### config.mk
export PLATFORM = sky130hd
export DESIGN_NAME = imem_loader_flat
export DESIGN_NICKNAME = d
export VERILOG_FILES = /design/src/rtl/imem_loader_if.sv /design/src/rtl/imem_loader.sv /design/src/flat_wrapper.sv
export SDC_FILE = /design/constraint.sdc
export NUM_CORES = 1
export LEC_CHECK = 0
export BUFFER_PORTS_ARGS = -buffer_cell sky130_fd_sc_hd__buf_2
export CORE_ASPECT_RATIO = 1.75
export CORE_UTILIZATION = 50
export DETAILED_ROUTE_END_ITERATION = 12
export GPL_TIMING_DRIVEN = 0
export PLACE_DENSITY_LB_ADDON = 0.05
export RECOVER_POWER = 100
export SLEW_MARGIN = 25
export SYNTH_ARGS = -nofsm -noshare
export SYNTH_HDL_FRONTEND = slang
export SYNTH_SLANG_ARGS = --single-unit
### constraint.sdc
create_clock -name clk -period 3.65 [get_ports clk]
set_clock_uncertainty 0.2 [all_clocks]
set_input_delay 0.365 -clock clk [delete_from_list [all_inputs] [get_ports clk]]
set_output_delay 0.365 -clock clk [all_outputs]
set_load 0.005 [all_outputs]
### src/rtl/imem_loader_if.sv
// Byte-stream input and instruction-memory write port of the boot loader.
interface imem_loader_if;
  localparam int unsigned BYTE_W = 8;
  localparam int unsigned WORD_W = 32;

  logic              in_valid;
  logic [BYTE_W-1:0] in_data;
  logic              in_ready;
  logic              imem_we;
  logic [WORD_W-1:0] imem_addr;
  logic [WORD_W-1:0] imem_wdata;

  // Byte source / memory observer side.
  modport master (
    output in_valid,
    output in_data,
    input  in_ready,
    input  imem_we,
    input  imem_addr,
    input  imem_wdata
  );

  // Loader side: consumes bytes, drives the write port.
  modport slave (
    input  in_valid,
    input  in_data,
    output in_ready,
    output imem_we,
    output imem_addr,
    output imem_wdata
  );
endinterface

### src/rtl/imem_loader.sv
// Boot-time instruction memory loader: parses a length/payload/checksum byte
// frame, writes little-endian words sequentially and releases the core only
// after the image checksum has been verified.
module imem_loader #(
  parameter int unsigned DEPTH_WORDS = 256,
  parameter logic [31:0] BASE_ADDR   = 32'h0000_0000
) (
  input  logic          clk,
  input  logic          rst,
  imem_loader_if.slave  bus,
  output logic          core_rst,
  output logic          done,
  output logic          error
);

  localparam int unsigned CNT_W = $clog2(DEPTH_WORDS + 1);

  typedef enum logic [2:0] {
    S_LEN_LO,
    S_LEN_HI,
    S_DATA,
    S_CSUM,
    S_DONE,
    S_ERR
  } state_t;

  state_t           state;
  logic [7:0]       len_lo;
  logic [15:0]      len;
  logic [1:0]       byte_idx;
  logic [CNT_W-1:0] word_cnt;
  logic [23:0]      word_buf;
  logic [7:0]       csum;

  logic             accept;
  logic [15:0]      len_rx;
  logic             len_oversize;
  logic             last_word;

  // Byte transfer qualifier and length/word-count decode.
  assign accept       = bus.in_valid && bus.in_ready;
  assign len_rx       = {bus.in_data, len_lo};
  assign len_oversize = 32'(len_rx) > 32'(DEPTH_WORDS);
  assign last_word    = (32'(word_cnt) + 32'd1) == 32'(len);

  // Frame parser, word assembly, write strobe and status flags.
  always_ff @(posedge clk) begin
    if (rst) begin
      state          <= S_LEN_LO;
      len_lo         <= 8'h00;
      len            <= 16'h0000;
      byte_idx       <= 2'd0;
      word_cnt       <= '0;
      word_buf       <= 24'h00_0000;
      csum           <= 8'h00;
      bus.in_ready   <= 1'b1;
      bus.imem_we    <= 1'b0;
      bus.imem_addr  <= BASE_ADDR;
      bus.imem_wdata <= 32'h0000_0000;
      core_rst       <= 1'b1;
      done           <= 1'b0;
      error          <= 1'b0;
    end else begin
      bus.imem_we <= 1'b0;
      if (accept) begin
        csum <= csum ^ bus.in_data;
        case (state)
          S_LEN_LO: begin
            len_lo <= bus.in_data;
            state  <= S_LEN_HI;
          end
          S_LEN_HI: begin
            len <= len_rx;
            if (len_oversize) begin
              state        <= S_ERR;
              error        <= 1'b1;
              bus.in_ready <= 1'b0;
            end else if (len_rx == 16'h0000) begin
              state <= S_CSUM;
            end else begin
              state <= S_DATA;
            end
          end
          S_DATA: begin
            // Bytes arrive LSB first; shift right so byte 0 ends at [7:0].
            word_buf <= {bus.in_data, word_buf[23:8]};
            byte_idx <= byte_idx + 2'd1;
            if (byte_idx == 2'd3) begin
              bus.imem_we    <= 1'b1;
              bus.imem_addr  <= BASE_ADDR + 32'({word_cnt, 2'b00});
              bus.imem_wdata <= {bus.in_data, word_buf};
              word_cnt       <= word_cnt + CNT_W'(1);
              if (last_word) begin
                state <= S_CSUM;
              end
            end
          end
          S_CSUM: begin
            bus.in_ready <= 1'b0;
            if (bus.in_data == csum) begin
              state    <= S_DONE;
              done     <= 1'b1;
              core_rst <= 1'b0;
            end else begin
              state <= S_ERR;
              error <= 1'b1;
            end
          end
          default: begin
            state <= state;
          end
        endcase
      end
    end
  end

endmodule

### src/flat_wrapper.sv
// flat-port wrapper written by rule: the top's interface ports become plain ports
module imem_loader_flat 
#(
  parameter int unsigned DEPTH_WORDS = 256,
  parameter logic [31:0] BASE_ADDR   = 32'h0000_0000
)
  (clk, rst, core_rst, done, error, bus_in_valid, bus_in_data, bus_in_ready, bus_imem_we, bus_imem_addr, bus_imem_wdata);
  imem_loader_if bus_i ();
  input  logic clk;
  input  logic rst;
  output logic core_rst;
  output logic done;
  output logic error;
  input wire logic [$bits(bus_i.in_valid)-1:0] bus_in_valid;
  input wire logic [$bits(bus_i.in_data)-1:0] bus_in_data;
  output wire logic [$bits(bus_i.in_ready)-1:0] bus_in_ready;
  output wire logic [$bits(bus_i.imem_we)-1:0] bus_imem_we;
  output wire logic [$bits(bus_i.imem_addr)-1:0] bus_imem_addr;
  output wire logic [$bits(bus_i.imem_wdata)-1:0] bus_imem_wdata;
  assign bus_i.in_valid = bus_in_valid;
  assign bus_i.in_data = bus_in_data;
  assign bus_in_ready = bus_i.in_ready;
  assign bus_imem_we = bus_i.imem_we;
  assign bus_imem_addr = bus_i.imem_addr;
  assign bus_imem_wdata = bus_i.imem_wdata;
  imem_loader #(.DEPTH_WORDS(DEPTH_WORDS), .BASE_ADDR(BASE_ADDR)) u_core (.clk(clk), .rst(rst), .bus(bus_i), .core_rst(core_rst), .done(done), .error(error));
endmodule
==> impl_metrics.env, run 1 <==
export IMPL_drc_errors=0
export IMPL_worst_pin_slew_ps=971
export IMPL_initial_core_util=0.520
export IMPL_setup_violations=0
export IMPL_synth_top_area_share=0.488
export IMPL_tns_ps=0
export IMPL_power_w=0.00310
export IMPL_clk_latency_ps=420
export IMPL_firstDrtPassIters=4
export IMPL_ant_nets=0
export IMPL_reg2reg_slack_ps=940
export IMPL_pwr_share_comb=0.053
export IMPL_p_int_w=0.00242
export IMPL_grt_max_degree=17
export IMPL_cts_buffer_depth=2
export IMPL_core_area_um2=9150
export IMPL_syn_inst=602
export IMPL_postCtsHoldBufs=0
export IMPL_drive_gt1_frac=0.117
export IMPL_dieArea_um2=9920
export IMPL_n_antenna_cell=0
export IMPL_powerDensity_nw_per_um2=539
export IMPL_routabilityCongestion=0.866
export IMPL_dp_hpwl_um=8480
export IMPL_slew_headroom=0.351
export IMPL_yosys_area_top_type="dfxtp_1"
export IMPL_pin_count=80
export IMPL_ys_seq_area_frac=0.488
export IMPL_hold_class="input pin to flip-flop"
export IMPL_avgSynthCellArea_um2=7.90
export IMPL_synth_distinct_cells=38
export IMPL_cts_tree="yes"
export IMPL_vias=4176
export IMPL_avgViaCountPerCell=5.08
export IMPL_fmax_ghz=0.370
export IMPL_cts_root_buffer="clkbuf_16"
export IMPL_rsz0062_at_grt="no"
export IMPL_cp_end_kind="flip-flop"
export IMPL_hold_viol_final=0
export IMPL_first_global_vias=3937
export IMPL_drtIter0Drc=173
export IMPL_holdCritStartpoint="bus_in_valid"
export IMPL_final_nets=703
export IMPL_cts_max_level=4
export IMPL_critPathRequiredTime_ps=3790
export IMPL_crit_fanout=10
export IMPL_status="finished clean"
export IMPL_fin_crit_sh=0.741
export IMPL_die_w_um=75.7
export IMPL_final_cell_mix="180 x nand2_1, 116 x dfxtp_1, 98 x a21oi_1, 69 x clkbuf_1, 31 x nand3_1"
export IMPL_cts_made_buffers=17
export IMPL_worstSetupPathType="flip-flop to flip-flop"
export IMPL_start_kind="flip-flop"
export IMPL_period_needed_ps=2710
export IMPL_layout_setup_ws_ps=944
export IMPL_antenna_found_initial=0
export IMPL_pwr_share_seq=0.423
export IMPL_area_growth_pct=21.2
export IMPL_p_clk_frac=0.524
export IMPL_switching_share=0.219
export IMPL_wire_per_inst_um=14.2
export IMPL_crit_start="u_core.bus.in_ready$_SDFFE_PP1P_"
export IMPL_grt_total_usage=0.252
export IMPL_clk_pin_slew_ps=50
export IMPL_syn_cell_area_um2=4750
export IMPL_hold_ws_ps=159
export IMPL_grt_pass1_wl_um=18400
export IMPL_cts_repair_resized=0
export IMPL_drv_slew=0
export IMPL_port_buffers=47
export IMPL_cts_setup_buffers=0
export IMPL_vdd_drop_max_v=0.000367
export IMPL_yosys_warnings=0
export IMPL_yosys_top_cells_area="dfxtp_1 49%, nand2_1 14%, a21oi_1 10%, xor2_1 4.2%, buf_4 3.6%"
export IMPL_rows=46
export IMPL_arrival_ps=2840
export IMPL_final_common_cell="nand2_1"
export IMPL_crit_reg2reg_launch="u_core.bus.in_ready$_SDFFE_PP1P_"
export IMPL_leakage_nw=2.14
export IMPL_net_switching_power_w=0.000678
export IMPL_place_ws_ps=1210
export IMPL_finalWirelength_um=11700
export IMPL_die_h_um=131
export IMPL_synth_seq_cells=116
export IMPL_cap_violations=0
export IMPL_gr_total_overflow=0
export IMPL_cts_sinks=116
[power groups by stage]
| stage | clock network (W) | registers (W) | logic, W |
|---|---|---|---|
| floorplan | 0 | 0.00133 | 0.000126 |
| global placement | 0 | 0.00134 | 0.000160 |
| global route | 0.00170 | 0.00131 | 0.000185 |
| CTS | 0.00164 | 0.00131 | 0.000164 |
| detailed placement | 0 | 0.00134 | 0.000163 |
| finish | 0.00163 | 0.00131 | 0.000165 |
[registers in the layout (all words and copies together), names as in the netlist, 2 cells and up]
register / flops
u_core.bus.imem_wdata: 32
u_core.word_buf: 24
u_core.len: 16
u_core.bus.imem_addr: 9
u_core.word_cnt: 9
u_core.csum: 8
u_core.len_lo: 8
u_core.state: 3
u_core.byte_idx: 2
[per-layer routing]
layer  global-route usage  share of wire  up-vias
met4                0.138          0.033        0
li1                     -              -     2110
met5                    0              0        -
met2                0.468           0.56       77
met1                0.252           0.38     1964
met3               0.0529          0.026       25
[cell type report]
cell class,instances,area [um^2]
Clock inverter,12,138
Tap cell,120,150
Fill cell,848,3390
Clock buffer,19,443
Timing Repair Buffer,47,201
Sequential cell,116,2320
Multi-Input combinational cell,436,2140
Inverter,4,15.0
Buffer,68,347
[metrics by stage]
stage	util	instance area (um^2)	cells
floorplan	-	4840	624
global placement	0.571	5220	791
detailed placement	0.571	5220	791
CTS	0.634	5800	822
global route	0.629	5760	822
finish	0.629	5760	822
[cell usage after synthesis]
| cell type | number |
|---|---|
| clkbuf_1 | 31 |
| nand4b_1 | 1 |
| o211ai_1 | 2 |
| nor4_1 | 3 |
| and3_1 | 1 |
| xnor2_1 | 15 |
| nand3b_1 | 1 |
| buf_4 | 23 |
| a21o_1 | 1 |
| o32a_1 | 1 |
| nand4_1 | 5 |
| nor3b_2 | 2 |
| or2_2 | 1 |
| nor4_2 | 1 |
| or4b_4 | 1 |
| buf_2 | 6 |
| xor2_1 | 23 |
| ha_1 | 2 |
| conb_1 | 1 |
| nor2_1 | 26 |
| o21ai_0 | 3 |
| a21oi_1 | 98 |
| o21bai_1 | 1 |
| buf_1 | 7 |
| a31oi_1 | 1 |
| or3_1 | 2 |
| nand3_1 | 31 |
| and4_1 | 1 |
| inv_1 | 4 |
| a2111oi_2 | 1 |
| dfxtp_1 | 116 |
| a32oi_1 | 1 |
| a211oi_1 | 1 |
| or4_1 | 2 |
| nand2_1 | 180 |
| nor3_1 | 3 |
| and2_1 | 2 |
| clkbuf_2 | 1 |
[cell families after synthesis]
logic type | after synthesis | share of synthesized area
simple gates | 263 | 0.236
buf+inv | 72 | 0.0768
flops | 116 | 0.488
xor+xnor | 38 | 0.0700
compound gates | 110 | 0.123
fa+ha+maj | 2 | 0.00526
other cells | 1 | 0.000789
[worst max-delay path, stage by stage, from the launching register on]
cell,delay [ps]
dfxtp_1,360
and2_0,130
clkbuf_1,390
and3_1,340
clkbuf_1,470
clkbuf_1,460
nand2_1,120
a21oi_1,150
[path summary, 6_finish.rpt]
check	endpoint	cells after the start
worst max-delay path	u_core.bus.imem_addr[9]$_SDFFE_PP0P_	7
worst max register to register	u_core.bus.imem_addr[9]$_SDFFE_PP0P_	7
worst min-delay path	u_core.done$_SDFFE_PP0P_	4
worst min register to register	u_core.bus.imem_wdata[0]$_SDFFE_PP0P_	2
Power figures use the tool's default switching activity.
==> inputs of run 2 (changes only) <==
Clock period 3.65 ns to 2.37 ns, I/O delays scaled along.
==> run 2 against run 1 <==
Effect of this change: hold slack got worse by 120 ps; total power increased by 54%; sequential power grew 54%; critical path depth unchanged; sequential share of layout area fell by 0.41 points; utilization increased by 0.71 points; die area stayed put; clock-buffer cell count is the same; fmax is 16% higher; clock power rose by 54%; setup slack worse by 910 ps; highest routed layer unchanged.
==> impl_metrics.env, run 2 (synthesis results as in run 1) <==
export IMPL_dp_hpwl_um=8480
export IMPL_clk_latency_ps=410
export IMPL_rows=46
export IMPL_gr_total_overflow=0
export IMPL_grt_total_usage=0.252
export IMPL_status="finished clean"
export IMPL_power_w=0.00478
export IMPL_dieArea_um2=9920
export IMPL_dpl_instance_area_um2=5220
export IMPL_drtIter0Drc=196
export IMPL_slew_headroom=0.579
export IMPL_top_usage_layer="met2"
export IMPL_finalWirelength_um=11800
export IMPL_start_kind="flip-flop"
export IMPL_area_growth_pct=22.5
export IMPL_worst_pin_slew_ps=631
export IMPL_worstSetupPathType="flip-flop to flip-flop"
export IMPL_initial_core_util=0.520
export IMPL_powerDensity_nw_per_um2=821
export IMPL_final_nets=705
export IMPL_cts_buffer_depth=2
export IMPL_cts_sinks=116
export IMPL_cap_violations=0
export IMPL_core_area_um2=9150
export IMPL_pin_count=80
export IMPL_leakage_nw=2.18
export IMPL_use_met1=0.253
export IMPL_arrival_ps=2460
export IMPL_final_common_cell="nand2_1"
export IMPL_crit_fanout=2
export IMPL_n_antenna_cell=0
export IMPL_final_cell_mix="180 x nand2_1, 114 x dfxtp_1, 98 x a21oi_1, 62 x clkbuf_1, 31 x nand3_1"
export IMPL_die_w_um=75.7
export IMPL_fin_area_um2=5830
export IMPL_cts_root_buffer="clkbuf_16"
export IMPL_hold_viol_final=0
export IMPL_cts_max_level=4
export IMPL_rsz0062_at_grt="yes"
export IMPL_antenna_found_initial=0
export IMPL_period_needed_ps=2340
export IMPL_cts_tree="yes"
export IMPL_cp_end_kind="flip-flop"
export IMPL_fillCellCount=837
export IMPL_postCtsHoldBufs=0
export IMPL_clk_pin_slew_ps=50
export IMPL_grtUsageMet3=0.0529
export IMPL_ant_nets=0
export IMPL_drc_errors=0
export IMPL_area_sequential_um2=2320
export IMPL_reg_top3="u_core.bus.imem_wdata x32, u_core.word_buf x24, u_core.len x16"
export IMPL_grt_use_met2=0.467
export IMPL_setup_violations=0
export IMPL_cts_made_buffers=17
export IMPL_drive_gt1_frac=0.135
export IMPL_hold_class="input pin to flip-flop"
export IMPL_firstDrtPassIters=4
export IMPL_die_h_um=131
export IMPL_routabilityCongestion=0.866
export IMPL_vias=4203
export IMPL_vdd_drop_max_v=0.000568
export IMPL_grt_max_degree=17
export IMPL_fin_crit_sh=0.987
export IMPL_grt_pass1_wl_um=18400
export IMPL_fmax_ghz=0.428
export IMPL_critPathRequiredTime_ps=2490
export IMPL_multiInputGateArea_um2=2180
export IMPL_largest_reg_flops=32
export IMPL_first_global_vias=3924
export IMPL_avgViaCountPerCell=5.10
export IMPL_top_register="u_core.bus.imem_wdata"
export IMPL_drv_slew=0
export IMPL_wire_per_inst_um=14.3
export IMPL_port_buffers=47
[run 2: cell count changes in the layout (fill, tap and decap cells not counted)]
cell       delta
clkbuf_1      -7
a2111oi_4     +1
clkbuf_2      +4
ha_1          -1
buf_4         +2
nor3b_2       +1
nor4_4        +1
dfxtp_1       -2
nor3b_1       -1
buf_2         +3
dfxtp_2       +2
ha_4          +1
a2111oi_2     -1
nor4_2        -1
[run 2: cell type report]
cell class | count | share of cell area
Buffer | 68 | 0.0610
Clock buffer | 19 | 0.0760
Clock inverter | 12 | 0.0236
Inverter | 4 | 0.00258
Multi-Input combinational cell | 436 | 0.375
Sequential cell | 116 | 0.399
Tap cell | 120 | 0.0258
Timing Repair Buffer | 49 | 0.0372
[run 2: worst max-delay path: stages, from the launching register on]
cell,delay (ps)
dfxtp_2,360
ha_4,140
or4b_4,470
nor4_4,200
nand4_1,180
a2111oi_4,220
nand4b_1,210
a211oi_1,260
[run 2: report_power, final]
part,internal [W],leakage [nW],switching [W]
clock network,0.00165,0.292,0.000854
registers,0.00199,0.939,0.0000306
logic,0.0000908,0.953,0.000165
total,0.00373,2.18,0.00105
[run 2: final timing paths]
| kind | slack, ps | end | startpoint | cells past startpoint |
|---|---|---|---|---|
| max | 30 | u_core.state[0]$_SDFFE_PP0P_ | u_core.byte_idx[0]$_SDFFE_PP0P_ | 7 |
| min | 40 | u_core.done$_SDFFE_PP0P_ | bus_in_valid | 4 |
| max reg2reg | 30 | u_core.state[0]$_SDFFE_PP0P_ | u_core.byte_idx[0]$_SDFFE_PP0P_ | 7 |
| min reg2reg | 250 | u_core.bus.imem_wdata[9]$_SDFFE_PP0P_ | u_core.bus.imem_wdata[9]$_SDFFE_PP0P_ | 2 |
[run 2: per-stage QoR]
stage	hold slack (ps)	setup TNS, ps	utilization	std cells	setup WS (ps)
floorplan	232	0	-	624	362
detailed placement	245	-65.2	0.571	791	-65.2
global placement	233	-56.0	0.571	791	-56.0
finish	37.1	0	0.637	824	31.3
global route	74.9	-71.3	0.637	824	-28.3
CTS	38.3	0	0.635	822	21.8
[run 2: what timing repair did]
action	in CTS	in global routing
endpoints found under the setup margin	1	23
buffers inserted	0	2
resized for setup	3	8
endpoints found under the hold margin	0	0
cloned	0	0
[run 2: routing by layer]
layer | part of all wire | vias up | wire length, um
met5 | 0 | - | 0
met4 | 0.036 | 0 | 428
met3 | 0.029 | 29 | 347
met2 | 0.56 | 85 | 6570
met1 | 0.38 | 1977 | 4440
li1 | - | 2112 | -
==> inputs of run 3 (changes only) <==
Settings changed: CORE_MARGIN from default to 2, CTS_CLUSTER_SIZE from default to 10.
==> run 3 against run 2 <==
Effect of this change: die area up 4.2%; cell area rose by 0.54%; clock-buffer cell count grew 4; flip-flop and latch count unchanged; critical path type unchanged; largest cell class unchanged; highest routed layer unchanged.
==> impl_metrics.env, run 3 (synthesis results as in run 1) <==
export IMPL_dpl_instance_area_um2=5230
export IMPL_rows=47
export IMPL_hold_viol_final=0
export IMPL_n_antenna_cell=0
export IMPL_firstDrtPassIters=4
export IMPL_wire_per_inst_um=14.3
export IMPL_postCtsHoldBufs=0
export IMPL_antenna_found_initial=0
export IMPL_dieArea_um2=10300
export IMPL_cts_tree="yes"
export IMPL_core_area_um2=9350
export IMPL_fmax_ghz=0.433
export IMPL_cts_sinks=116
export IMPL_powerDensity_nw_per_um2=837
export IMPL_setup_violations=0
export IMPL_first_global_vias=4004
export IMPL_fillCellCount=856
export IMPL_cts_root_buffer="clkbuf_16"
export IMPL_period_needed_ps=2310
export IMPL_initial_core_util=0.508
export IMPL_critical_path_top_delay_family="simple AND/OR/NAND/NOR gates"
export IMPL_cts_buffer_depth=2
export IMPL_grt_pass1_wl_um=19000
export IMPL_largest_reg_flops=32
export IMPL_crit_fanout=3
export IMPL_cap_violations=0
export IMPL_drive_gt1_frac=0.152
export IMPL_drc_errors=0
export IMPL_hold_class="input pin to flip-flop"
export IMPL_final_nets=703
export IMPL_fin_crit_sh=0.976
export IMPL_cp_end_kind="flip-flop"
export IMPL_status="finished clean"
export IMPL_avgViaCountPerCell=5.06
export IMPL_pin_count=80
export IMPL_power_w=0.00490
export IMPL_rsz0062_at_grt="yes"
export IMPL_routabilityCongestion=0.842
export IMPL_cts_setup_buffers=0
export IMPL_start_kind="flip-flop"
export IMPL_tns_ps=0
export IMPL_finish_utilization=0.626
export IMPL_die_w_um=77.7
export IMPL_area_growth_pct=23.2
export IMPL_clk_pin_slew_ps=50
export IMPL_drtIter0Drc=160
export IMPL_crit_path_cell_trace="ha_4, or4b_4, nor4_4, nand4_1, a2111oi_2, nand4b_1, a211oi_2"
export IMPL_cts_max_level=4
export IMPL_port_buffers=47
export IMPL_gr_total_overflow=0
export IMPL_slowest_delay_ps=470
export IMPL_final_common_cell="nand2_1"
export IMPL_finalWirelength_um=11800
export IMPL_critPathRequiredTime_ps=2490
export IMPL_vdd_drop_max_v=0.000613
export IMPL_worstSetupPathType="flip-flop to flip-flop"
export IMPL_arrival_ps=2430
export IMPL_slew_headroom=0.522
export IMPL_vias=4175
export IMPL_fin_area_um2=5860
export IMPL_ant_nets=0
export IMPL_grt_total_usage=0.236
export IMPL_dp_hpwl_um=8540
export IMPL_path_buf_inv=0
export IMPL_drv_slew=0
export IMPL_cts_made_buffers=17
export IMPL_top_register="u_core.bus.imem_wdata"
export IMPL_final_cell_mix="180 x nand2_1, 113 x dfxtp_1, 98 x a21oi_1, 48 x clkbuf_1, 37 x buf_2"
export IMPL_worst_pin_slew_ps=717
export IMPL_reg_top3="u_core.bus.imem_wdata x32, u_core.word_buf x24, u_core.len x16"
export IMPL_clk_latency_ps=400
export IMPL_leakage_nw=2.23
export IMPL_grt_max_degree=17
export IMPL_cp_slowest_cell="or4b_4"
export IMPL_die_h_um=133
-- run 3: power by group --
part	switching [W]	total, W	internal (W)
registers	0.0000305	0.00202	0.00199
clock network	0.000868	0.00263	0.00176
logic	0.000165	0.000257	0.0000914
-- run 3: worst paths after layout --
path | to | start | slack, ps | cells past startpoint
hold reg to reg | u_core.bus.imem_wdata[0]$_SDFFE_PP0P_ | u_core.word_buf[0]$_SDFFE_PP0P_ | 250 | 2
hold / removal | u_core.done$_SDFFE_PP0P_ | bus_in_valid | 20 | 4
setup reg to reg | u_core.state[0]$_SDFFE_PP0P_ | u_core.byte_idx[0]$_SDFFE_PP0P_ | 60 | 7
setup / recovery | u_core.state[0]$_SDFFE_PP0P_ | u_core.byte_idx[0]$_SDFFE_PP0P_ | 60 | 7
-- run 3: tightest hold or removal path: cells and delay by family --
family,cells,cell delay (ps)
and+or+nand+nor,2,190
AOI/OAI and AO/OA,1,60
buffers and inverters,1,100
-- run 3: metrics by stage --
stage / hold slack, ps / std cells / setup slack, ps
3_3_place_gp: 233 / 793 / -62.4
6_report: 24.9 / 825 / 58.0
4_1_cts: 27.6 / 825 / 22.1
5_1_grt: 62.4 / 825 / -88.6
3_5_place_dp: 244 / 793 / -107
2_1_floorplan: 232 / 624 / 362
-- run 3: metal layers --
| metal | vias up | GRT usage | share of wire |
|---|---|---|---|
| met5 | - | 0 | 0 |
| met4 | 0 | 0.115 | 0.032 |
| met3 | 29 | 0.0471 | 0.035 |
| met2 | 86 | 0.443 | 0.56 |
| met1 | 1948 | 0.241 | 0.38 |
| li1 | 2112 | - | - |
-- run 3: what timing repair did --
action / in CTS / in global routing
pin swaps: 0 / 1
endpoints found under the setup margin: 1 / 30
gates resized for setup: 4 / 10
-- run 3: layout make-up --
type                       instances  area (um^2)  share of cell area
clock inverter                     9          125              0.0214
clock buffer                      23          488              0.0833
buffer                            68          357              0.0609
inverter                           4         15.0             0.00256
sequential                       116         2330               0.398
timing repair buffer              47          215              0.0367
tap                              122          153              0.0261
multi-input combinational        436         2180               0.372
